**src/rtl/loop_vertex_smoother_if.sv**
```systemverilog
// loop_vertex_smoother_if
// Bundles the three RAM ports used by the Loop vertex smoother.
//   Object RAM    : RAM_OBJ_EN / RAM_OBJ_A out, RAM_OBJ_Do in (1-cycle read latency)
//   Neighbour RAM : RAM_NBR_EN / RAM_NBR_A out, RAM_NBR_Do in (1-cycle read latency)
//   Result RAM    : RAM_RES_EN / RAM_RES_A / RAM_RES_WE / RAM_RES_Di out (write only)
// The master modport is the smoother; the slave modport is the memory side.
interface loop_vertex_smoother_if #(
  parameter int ADDR_WIDTH = 9,
  parameter int DATA_WIDTH = 32
);
  logic                  RAM_OBJ_EN;
  logic [ADDR_WIDTH-1:0] RAM_OBJ_A;
  logic [DATA_WIDTH-1:0] RAM_OBJ_Do;

  logic                  RAM_NBR_EN;
  logic [ADDR_WIDTH-1:0] RAM_NBR_A;
  logic [31:0]           RAM_NBR_Do;

  logic                  RAM_RES_EN;
  logic [ADDR_WIDTH-1:0] RAM_RES_A;
  logic [3:0]            RAM_RES_WE;
  logic [DATA_WIDTH-1:0] RAM_RES_Di;

  modport master (
    output RAM_OBJ_EN, RAM_OBJ_A,
    input  RAM_OBJ_Do,
    output RAM_NBR_EN, RAM_NBR_A,
    input  RAM_NBR_Do,
    output RAM_RES_EN, RAM_RES_A, RAM_RES_WE, RAM_RES_Di
  );

  modport slave (
    input  RAM_OBJ_EN, RAM_OBJ_A,
    output RAM_OBJ_Do,
    input  RAM_NBR_EN, RAM_NBR_A,
    output RAM_NBR_Do,
    input  RAM_RES_EN, RAM_RES_A, RAM_RES_WE, RAM_RES_Di
  );
endinterface

```
**src/rtl/loop_vertex_smoother.sv**
```systemverilog
// loop_vertex_smoother
// Computes the Loop-subdivision even-vertex position of every vertex of a mesh.
// For each vertex it reads the valence and neighbour indices from the neighbour
// RAM, fetches coordinates from the object RAM, forms the weighted sum in signed
// fixed point with the exact Loop beta weights, and writes x/y/z to the result RAM.
// Copy mode (mode=1) and malformed valences (0 or above MAX_NEIGHBOR_COUNT) pass
// the vertex through with weight 1.0; malformed valences also raise err.
// Ports:
//   clk, rst     : clock and synchronous active-high reset
//   start        : one-cycle run request, sampled only when idle
//   mode         : 0 = Loop smoothing, 1 = copy (sampled with start)
//   vertex_count : number of vertices in the run (sampled with start)
//   ram          : object / neighbour read ports and result write port
//   busy         : run in progress
//   done         : one-cycle pulse after the last result write
//   err          : sticky malformed-valence flag, cleared by the next accepted start
module loop_vertex_smoother #(
  parameter int ADDR_WIDTH         = 9,
  parameter int DATA_WIDTH         = 32,
  parameter int FRAC_BITS          = 16,
  parameter int MAX_NEIGHBOR_COUNT = 10
) (
  input  logic                          clk,
  input  logic                          rst,
  input  logic                          start,
  input  logic                          mode,
  input  logic [31:0]                   vertex_count,
  loop_vertex_smoother_if.master        ram,
  output logic                          busy,
  output logic                          done,
  output logic                          err
);

  localparam int NW     = $clog2(MAX_NEIGHBOR_COUNT + 1);
  localparam int TAB    = 1 << NW;
  localparam int WW     = FRAC_BITS + 2;
  localparam int PW     = DATA_WIDTH + WW;
  localparam int ACC_W  = 2 * DATA_WIDTH + NW;
  localparam int STRIDE = MAX_NEIGHBOR_COUNT + 1;

  localparam logic [ADDR_WIDTH-1:0] A_ONE    = ADDR_WIDTH'(1);
  localparam logic [ADDR_WIDTH-1:0] A_TWO    = ADDR_WIDTH'(2);
  localparam logic [ADDR_WIDTH-1:0] A_THREE  = ADDR_WIDTH'(3);
  localparam logic [ADDR_WIDTH-1:0] A_STRIDE = ADDR_WIDTH'(STRIDE);
  localparam logic [NW-1:0]         I_ONE    = NW'(1);
  localparam logic signed [WW-1:0]  W_ONE    = WW'(longint'(1) << FRAC_BITS);

  // Exact Loop beta: valence 3 is the special case 3/16, everything else 3/(8n).
  function automatic longint beta_calc(input int n);
    longint num;
    num = longint'(3) << FRAC_BITS;
    if (n <= 0) return 0;
    if (n == 3) return num / 16;
    return num / longint'(8 * n);
  endfunction

  typedef enum logic [2:0] {
    IDLE,
    LD_CNT,
    LD_IDX,
    FETCH_NBR,
    FETCH_SELF,
    WRITE,
    DONE
  } state_t;

  state_t                    state;
  logic [1:0]                ph;
  logic [31:0]               v;
  logic [31:0]               count_r;
  logic                      mode_r;
  logic [ADDR_WIDTH-1:0]     nbr_base;
  logic [ADDR_WIDTH-1:0]     self_addr;
  logic [NW-1:0]             n_r;
  logic [NW-1:0]             i_r;
  logic signed [WW-1:0]      beta_r;
  logic signed [WW-1:0]      wself_r;
  logic signed [ACC_W-1:0]   acc_x;
  logic signed [ACC_W-1:0]   acc_y;
  logic signed [ACC_W-1:0]   acc_z;

  // Weight tables, filled at elaboration. Entries outside 1..MAX are never
  // selected (those valences take the copy path) and hold a harmless identity.
  logic signed [WW-1:0] beta_tab  [TAB];
  logic signed [WW-1:0] wself_tab [TAB];

  for (genvar g = 0; g < TAB; g++) begin : g_weights
    if (g >= 1 && g <= MAX_NEIGHBOR_COUNT) begin : g_valid
      assign beta_tab[g]  = WW'(beta_calc(g));
      assign wself_tab[g] = WW'((longint'(1) << FRAC_BITS) - longint'(g) * beta_calc(g));
    end else begin : g_unused
      assign beta_tab[g]  = '0;
      assign wself_tab[g] = W_ONE;
    end
  end

  // Valence decode straight from the neighbour RAM read data.
  logic [31:0]           n_word;
  logic                  n_bad;
  logic [NW-1:0]         n_idx;
  logic [ADDR_WIDTH-1:0] k_lo;
  logic [ADDR_WIDTH-1:0] k_addr;

  assign n_word = ram.RAM_NBR_Do;
  assign n_bad  = (n_word == 32'd0) || (n_word > 32'(MAX_NEIGHBOR_COUNT));
  assign n_idx  = n_word[NW-1:0];
  assign k_lo   = n_word[ADDR_WIDTH-1:0];
  // 1-based neighbour index k has its x coordinate at 3k-2.
  assign k_addr = (k_lo << 1) + k_lo - A_TWO;

  // One shared multiplier; the self weight applies only while fetching the vertex itself.
  logic signed [DATA_WIDTH-1:0] obj_data;
  logic signed [WW-1:0]         w_cur;
  logic signed [PW-1:0]         prod;
  logic signed [ACC_W-1:0]      prod_ext;

  assign obj_data = signed'(ram.RAM_OBJ_Do);
  assign w_cur    = (state == FETCH_SELF) ? wself_r : beta_r;
  assign prod     = obj_data * w_cur;
  assign prod_ext = ACC_W'(prod);

  // Main controller. The fetch phases are pipelined against the 1-cycle RAM
  // latency: the address register is always one step ahead of the capture.
  // Advancing to the next vertex is folded into the last write cycle.
  always_ff @(posedge clk) begin
    if (rst) begin
      state          <= IDLE;
      ph             <= '0;
      v              <= '0;
      count_r        <= '0;
      mode_r         <= 1'b0;
      nbr_base       <= '0;
      self_addr      <= '0;
      n_r            <= '0;
      i_r            <= '0;
      beta_r         <= '0;
      wself_r        <= '0;
      acc_x          <= '0;
      acc_y          <= '0;
      acc_z          <= '0;
      busy           <= 1'b0;
      done           <= 1'b0;
      err            <= 1'b0;
      ram.RAM_OBJ_EN <= 1'b0;
      ram.RAM_OBJ_A  <= '0;
      ram.RAM_NBR_EN <= 1'b0;
      ram.RAM_NBR_A  <= '0;
      ram.RAM_RES_EN <= 1'b0;
      ram.RAM_RES_A  <= '0;
      ram.RAM_RES_WE <= '0;
      ram.RAM_RES_Di <= '0;
    end else begin
      done <= 1'b0;
      case (state)
        IDLE: begin
          if (start) begin
            err       <= 1'b0;
            mode_r    <= mode;
            count_r   <= vertex_count;
            v         <= '0;
            ph        <= '0;
            nbr_base  <= '0;
            self_addr <= A_ONE;
            if (vertex_count == 32'd0) begin
              state <= DONE;
              done  <= 1'b1;
            end else begin
              state          <= LD_CNT;
              busy           <= 1'b1;
              ram.RAM_OBJ_EN <= 1'b1;
              ram.RAM_NBR_EN <= 1'b1;
              ram.RAM_RES_EN <= 1'b1;
              ram.RAM_NBR_A  <= '0;
            end
          end
        end

        LD_CNT: begin
          if (ph == 2'd0) begin
            ph    <= 2'd1;
            acc_x <= '0;
            acc_y <= '0;
            acc_z <= '0;
          end else begin
            ph <= 2'd0;
            if (mode_r || n_bad) begin
              if (!mode_r) err <= 1'b1;
              wself_r       <= W_ONE;
              beta_r        <= '0;
              state         <= FETCH_SELF;
              ram.RAM_OBJ_A <= self_addr;
            end else begin
              n_r           <= n_idx;
              i_r           <= I_ONE;
              beta_r        <= beta_tab[n_idx];
              wself_r       <= wself_tab[n_idx];
              state         <= LD_IDX;
              ram.RAM_NBR_A <= nbr_base + A_ONE;
            end
          end
        end

        LD_IDX: begin
          if (ph == 2'd0) begin
            ph <= 2'd1;
          end else begin
            ph            <= 2'd0;
            state         <= FETCH_NBR;
            ram.RAM_OBJ_A <= k_addr;
          end
        end

        FETCH_NBR, FETCH_SELF: begin
          ph <= ph + 2'd1;
          if (ph == 2'd0 || ph == 2'd1) ram.RAM_OBJ_A <= ram.RAM_OBJ_A + A_ONE;
          if (ph == 2'd1) acc_x <= acc_x + prod_ext;
          if (ph == 2'd2) acc_y <= acc_y + prod_ext;
          if (ph == 2'd3) begin
            acc_z <= acc_z + prod_ext;
            if (state == FETCH_NBR) begin
              if (i_r == n_r) begin
                state         <= FETCH_SELF;
                ram.RAM_OBJ_A <= self_addr;
              end else begin
                i_r           <= i_r + I_ONE;
                ram.RAM_NBR_A <= ram.RAM_NBR_A + A_ONE;
                state         <= LD_IDX;
              end
            end else begin
              // x is already final here; y and z settle before their write slots.
              state          <= WRITE;
              ram.RAM_RES_A  <= self_addr;
              ram.RAM_RES_WE <= 4'hF;
              ram.RAM_RES_Di <= DATA_WIDTH'(acc_x >>> FRAC_BITS);
            end
          end
        end

        WRITE: begin
          ph <= ph + 2'd1;
          if (ph == 2'd0) begin
            ram.RAM_RES_A  <= ram.RAM_RES_A + A_ONE;
            ram.RAM_RES_Di <= DATA_WIDTH'(acc_y >>> FRAC_BITS);
          end else if (ph == 2'd1) begin
            ram.RAM_RES_A  <= ram.RAM_RES_A + A_ONE;
            ram.RAM_RES_Di <= DATA_WIDTH'(acc_z >>> FRAC_BITS);
          end else begin
            ph             <= 2'd0;
            ram.RAM_RES_WE <= '0;
            if (v + 32'd1 == count_r) begin
              state          <= DONE;
              done           <= 1'b1;
              busy           <= 1'b0;
              ram.RAM_OBJ_EN <= 1'b0;
              ram.RAM_NBR_EN <= 1'b0;
              ram.RAM_RES_EN <= 1'b0;
              ram.RAM_OBJ_A  <= '0;
              ram.RAM_NBR_A  <= '0;
              ram.RAM_RES_A  <= '0;
              ram.RAM_RES_Di <= '0;
            end else begin
              v             <= v + 32'd1;
              nbr_base      <= nbr_base + A_STRIDE;
              ram.RAM_NBR_A <= nbr_base + A_STRIDE;
              self_addr     <= self_addr + A_THREE;
              state         <= LD_CNT;
            end
          end
        end

        DONE: begin
          state <= IDLE;
        end

        default: begin
          state <= IDLE;
        end
      endcase
    end
  end

endmodule

```
**src/flat_wrapper.sv**
```systemverilog
// flat-port wrapper written by rule: the top's interface ports become plain ports
module loop_vertex_smoother_flat 
#(
  parameter int ADDR_WIDTH         = 9,
  parameter int DATA_WIDTH         = 32,
  parameter int FRAC_BITS          = 16,
  parameter int MAX_NEIGHBOR_COUNT = 10
)
  (clk, rst, start, mode, vertex_count, busy, done, err, ram_RAM_OBJ_EN, ram_RAM_OBJ_A, ram_RAM_OBJ_Do, ram_RAM_NBR_EN, ram_RAM_NBR_A, ram_RAM_NBR_Do, ram_RAM_RES_EN, ram_RAM_RES_A, ram_RAM_RES_WE, ram_RAM_RES_Di);
  loop_vertex_smoother_if #(.ADDR_WIDTH(ADDR_WIDTH), .DATA_WIDTH(DATA_WIDTH)) ram_i ();
  input  logic clk;
  input  logic rst;
  input  logic start;
  input  logic mode;
  input  logic [31:0] vertex_count;
  output logic busy;
  output logic done;
  output logic err;
  output wire logic [$bits(ram_i.RAM_OBJ_EN)-1:0] ram_RAM_OBJ_EN;
  output wire logic [$bits(ram_i.RAM_OBJ_A)-1:0] ram_RAM_OBJ_A;
  input wire logic [$bits(ram_i.RAM_OBJ_Do)-1:0] ram_RAM_OBJ_Do;
  output wire logic [$bits(ram_i.RAM_NBR_EN)-1:0] ram_RAM_NBR_EN;
  output wire logic [$bits(ram_i.RAM_NBR_A)-1:0] ram_RAM_NBR_A;
  input wire logic [$bits(ram_i.RAM_NBR_Do)-1:0] ram_RAM_NBR_Do;
  output wire logic [$bits(ram_i.RAM_RES_EN)-1:0] ram_RAM_RES_EN;
  output wire logic [$bits(ram_i.RAM_RES_A)-1:0] ram_RAM_RES_A;
  output wire logic [$bits(ram_i.RAM_RES_WE)-1:0] ram_RAM_RES_WE;
  output wire logic [$bits(ram_i.RAM_RES_Di)-1:0] ram_RAM_RES_Di;
  assign ram_RAM_OBJ_EN = ram_i.RAM_OBJ_EN;
  assign ram_RAM_OBJ_A = ram_i.RAM_OBJ_A;
  assign ram_i.RAM_OBJ_Do = ram_RAM_OBJ_Do;
  assign ram_RAM_NBR_EN = ram_i.RAM_NBR_EN;
  assign ram_RAM_NBR_A = ram_i.RAM_NBR_A;
  assign ram_i.RAM_NBR_Do = ram_RAM_NBR_Do;
  assign ram_RAM_RES_EN = ram_i.RAM_RES_EN;
  assign ram_RAM_RES_A = ram_i.RAM_RES_A;
  assign ram_RAM_RES_WE = ram_i.RAM_RES_WE;
  assign ram_RAM_RES_Di = ram_i.RAM_RES_Di;
  loop_vertex_smoother #(.ADDR_WIDTH(ADDR_WIDTH), .DATA_WIDTH(DATA_WIDTH), .FRAC_BITS(FRAC_BITS), .MAX_NEIGHBOR_COUNT(MAX_NEIGHBOR_COUNT)) u_core (.clk(clk), .rst(rst), .start(start), .mode(mode), .vertex_count(vertex_count), .ram(ram_i), .busy(busy), .done(done), .err(err));
endmodule
```
**config.mk**
```make
export PLATFORM = sky130hd
export DESIGN_NAME = loop_vertex_smoother_flat
export DESIGN_NICKNAME = d
export VERILOG_FILES = /design/src/rtl/loop_vertex_smoother_if.sv /design/src/rtl/loop_vertex_smoother.sv /design/src/flat_wrapper.sv
export SDC_FILE = /design/constraint.sdc
export NUM_CORES = 2
export LEC_CHECK = 0
export CORE_MARGIN = 2
export CORE_UTILIZATION = 25
export CTS_BUF_LIST = sky130_fd_sc_hd__clkbuf_2 sky130_fd_sc_hd__clkbuf_4 sky130_fd_sc_hd__clkbuf_8
export DETAILED_ROUTE_END_ITERATION = 8
export PLACE_DENSITY = 0.51
export RECOVER_POWER = 100
export SLEW_MARGIN = 5
export SYNTH_ARGS = -nofsm -noshare
export SYNTH_HDL_FRONTEND = slang
export SYNTH_SLANG_ARGS = --single-unit
```
**constraint.sdc**
```tcl
create_clock -name clk -period 18.2 [get_ports clk]
set_input_delay 2.73 -clock clk [delete_from_list [all_inputs] [get_ports clk]]
set_output_delay 2.73 -clock clk [all_outputs]
set_load 0.005 [all_outputs]
```
==> summary.txt <==
Status
  • Status: finished, violations left
  • Failing checks: capacitance limit, slew limit

Pwr
  • Gate power share: 0.408
  • Leakage: 21.45 nW
  • Power Density: 57.45 nW/um2
  • Power share of the sequential group: 0.295
  • Sw frac: 0.4366
  • Clk pwr share: 0.298
  • VDD IR max: 69.97 uV
  • Cell Int Power: 1.489 mW
  • Net Switching: 1.154 mW

Final layout
  • Final nets: 6029
  • # fillers: 17726
  • Synthesis-to-finish area growth: 12.39%
  • Most common cell after layout, fill and taps aside: inv_1
  • Share of layout cells above drive strength 1: 0.03731
  • Finished Core Util: 0.2829
  • Non-Filler Instances: 7350
  • Most frequent cells in the layout: inv_1 (716), nand2_1 (691), fa_1 (478)
  • Final Instance Area: 46000 um2

Synth
  • Top cell type's share of synthesized area: 0.2338
  • Leading area contributor after synthesis: fa_1
  • Mapped Area: 40920 um2
  • Synth area leaders: fa_1 (23%), dfxtp_1 (16%), ha_1 (9.8%), inv_1 (6.6%), nand2_1 (6.4%)
  • Sequential area share after synthesis: 0.1565
  • Average size of a mapped cell: 7.987 um2
  • Post-synth EDFFs: 0
  • FFs w/ async S/R, synth: 0
  • Post-Synthesis Net Count: 6024
  • Count of different cell masters after synthesis: 83
  • Yosys warns: 0
  • Synth Register Bits: 320
  • Primary FF master, synth: dfxtp_1
  • Mapped Cells: 5124

Clocking
  • Number of clock sinks: 320
  • CTS tree: done
  • Clock latency on the worst-skew pair: 0.74 ns
  • CTS root buffer: clkbuf_8
  • Post-CTS sizing: 0
  • Num CTS Buffers: 60
  • # H-tree levels: 2
  • Post-CTS setup buffer count: 0
  • Clock transition at the registers of the reported paths: 0.06 ns
  • Post-CTS Hold Fix Bufs: 0
  • Clock Tree Buf Depth: 3

Place
  • Hpwl dp: 98060 um
  • Pre-CTS WS: 5.000 ns
  • Routability-driven placement congestion ratio: 0.8468
  • Port Buf Inserts: 168
  • Cells after DPL: 7242
  • Placed cell area: 44710 um2

GRT
  • Number of global-route vias before repair: 35674
  • Pin count of the biggest net entering global routing: 181
  • First-pass GRT wire length: 200900 um
  • Initial antenna violation count: 5
  • Total track usage: 0.1484
  • Total global routing overflow: 0

Timing
  • Relative slew margins: -4.637
  • Final min period: 14.72 ns
  • Clock Skew: 0.08866 ns
  • Setup-failing EPs final: 0
  • Slew Viols, Final: 381
  • Final TNS setup: 0 ns
  • Fin crit share: 0.8086
  • Setup ws final: 3.483 ns
  • RSZ-0062 raised after global routing: no
  • Worst-margin pin slew: 8.455 ns
  • F_max: 67.95 MHz
  • Final hold vios: 0

Detailed routing
  • ANT nets after route: 0
  • Final wirelength: 125400 um
  • WL/cell: 17.06 um
  • Starting DRC count in detailed routing: 2177
  • First-pass DRT Iterations: 7
  • DR vias: 35405
  • Drc violations: 0
  • Via/cell ratio: 4.817

Critical path
  • Critical Path AT: 15.27 ns
  • CP max stage cell: clkbuf_1
  • Crit. End Element: flop
  • Crit Path Category: flop to flop
  • Worst setup SP type: flop
  • CP max stage delay: 2.48 ns
  • Crit path required time: 18.75 ns
  • CP Max Fanout: 90

Die
  • Die ar.: 167000 um2
  • I/O pin cnt: 169
  • Core Rows: 148
  • Die Wd: 408.6 um
  • Core Region: 162600 um2
  • Chip height: 408.6 um
  • Starting density of the core: 0.2517

Min path
  • Worst min path class: flop to flop

Job
  • Max cap viols: 3
## worst max-delay path, delay by kind of cell, from the launching register on
family	cells	cell delay [ns]
DFF	1	0.87
adders and majority gates	8	3.51
muxes	1	0.06
buffers and inverters	6	2.81
and+or+nand+nor	9	2.96
xor gates and xnor gates	2	0.47
AOI/OAI and AO/OA	14	3.78
## area by class of cell
class	instances	area, um2	share of cell area
Clock inverter	13	120.1	0.002611
Antenna cell	2	5.005	0.0001088
Tap cell	2175	2721	0.05916
Multi-Input combinational cell	3816	30850	0.6706
Inverter	717	2691	0.05851
Sequential cell	320	6406	0.1393
Clock buffer	93	1192	0.02592
Timing Repair Buffer	214	2013	0.04377
## flip-flops by register name, summed over array words and instances (netlist names)
name and cells:
u_core.acc_z 48, u_core.ram.RAM_RES_Di 32, u_core.mode_r 1, u_core.ram.RAM_OBJ_A 9
u_core.v 32, u_core.done 1, u_core.ram.RAM_RES_WE 1, u_core.acc_x 48
u_core.self_addr 9, u_core.ram.RAM_RES_A 9, u_core.wself_r 6, u_core.err 1
u_core.ph 2, u_core.i_r 4, u_core.n_r 4, u_core.ram.RAM_NBR_A 9
u_core.count_r 32, u_core.acc_y 48, u_core.state 3, u_core.nbr_base 9
u_core.ram.RAM_OBJ_EN 1, u_core.beta_r 11
## power groups by stage
stage	clock [mW]	combinational, mW	sequential [mW]
finish	0.786	1.08	0.779
global placement	0	1.08	0.795
floorplan	0	0.734	0.772
CTS	0.817	1.09	0.779
detailed placement	0	1.09	0.795
global route	0.847	1.20	0.785
## logic make-up after synthesis
kind of cell / Yosys count / share of synthesized area
xor gates and xnor gates: 252 / 0.05393
muxes: 22 / 0.005411
and+or+nand+nor: 1654 / 0.1888
DFF: 320 / 0.1565
AOI/OAI and AO/OA: 1088 / 0.1712
buffers and inverters: 988 / 0.09184
adders and majority gates: 800 / 0.3323
## metrics by stage
stage	power (mW)	hold slack (ns)
floorplan	1.506	0.4322
global placement	1.874	0.4424
detailed placement	1.885	0.4493
CTS	2.689	0.4573
global route	2.831	0.4727
finish	2.643	0.4518
## synthesized netlist by cell type (33+ instances only)
library cell / instances
nand3_1: 94
o211ai_1: 82
nand2_1: 695
a211oi_1: 38
ha_1: 322
xor2_1: 96
a22oi_1: 92
dfxtp_1: 320
o21ai_0: 172
a31oi_1: 34
a21oi_1: 343
nand2b_1: 33
inv_1: 716
and3_1: 186
a21o_1: 118
nor4_1: 34
nor2_1: 321
nor3_1: 72
xnor2_1: 156
clkbuf_1: 235
and2_1: 63
fa_1: 478
nor2b_1: 37
## routing by layer
layer  up-vias  global-route usage  part of all wire
li1      17074                   -                 -
met1     17485              0.1905              0.44
met2       692              0.2638              0.50
met3       154             0.01543             0.035
met4         0             0.03760             0.023
met5         -                   0                 0
## final timing paths
check             depth (start not counted)                                      to  slack, ns                                    from
setup / recovery                         40           u_core.acc_x[47]$_SDFFE_PP0P_       3.48            u_core.state[1]$_SDFFE_PP0P_
hold / removal                            2  u_core.ram.RAM_RES_Di[24]$_SDFFE_PP0P_       0.45  u_core.ram.RAM_RES_Di[24]$_SDFFE_PP0P_
setup reg to reg                         40           u_core.acc_x[47]$_SDFFE_PP0P_       3.48            u_core.state[1]$_SDFFE_PP0P_
hold reg to reg                           2  u_core.ram.RAM_RES_Di[24]$_SDFFE_PP0P_       0.45  u_core.ram.RAM_RES_Di[24]$_SDFFE_PP0P_
No activity file was read; power rests on OpenSTA's default activity.
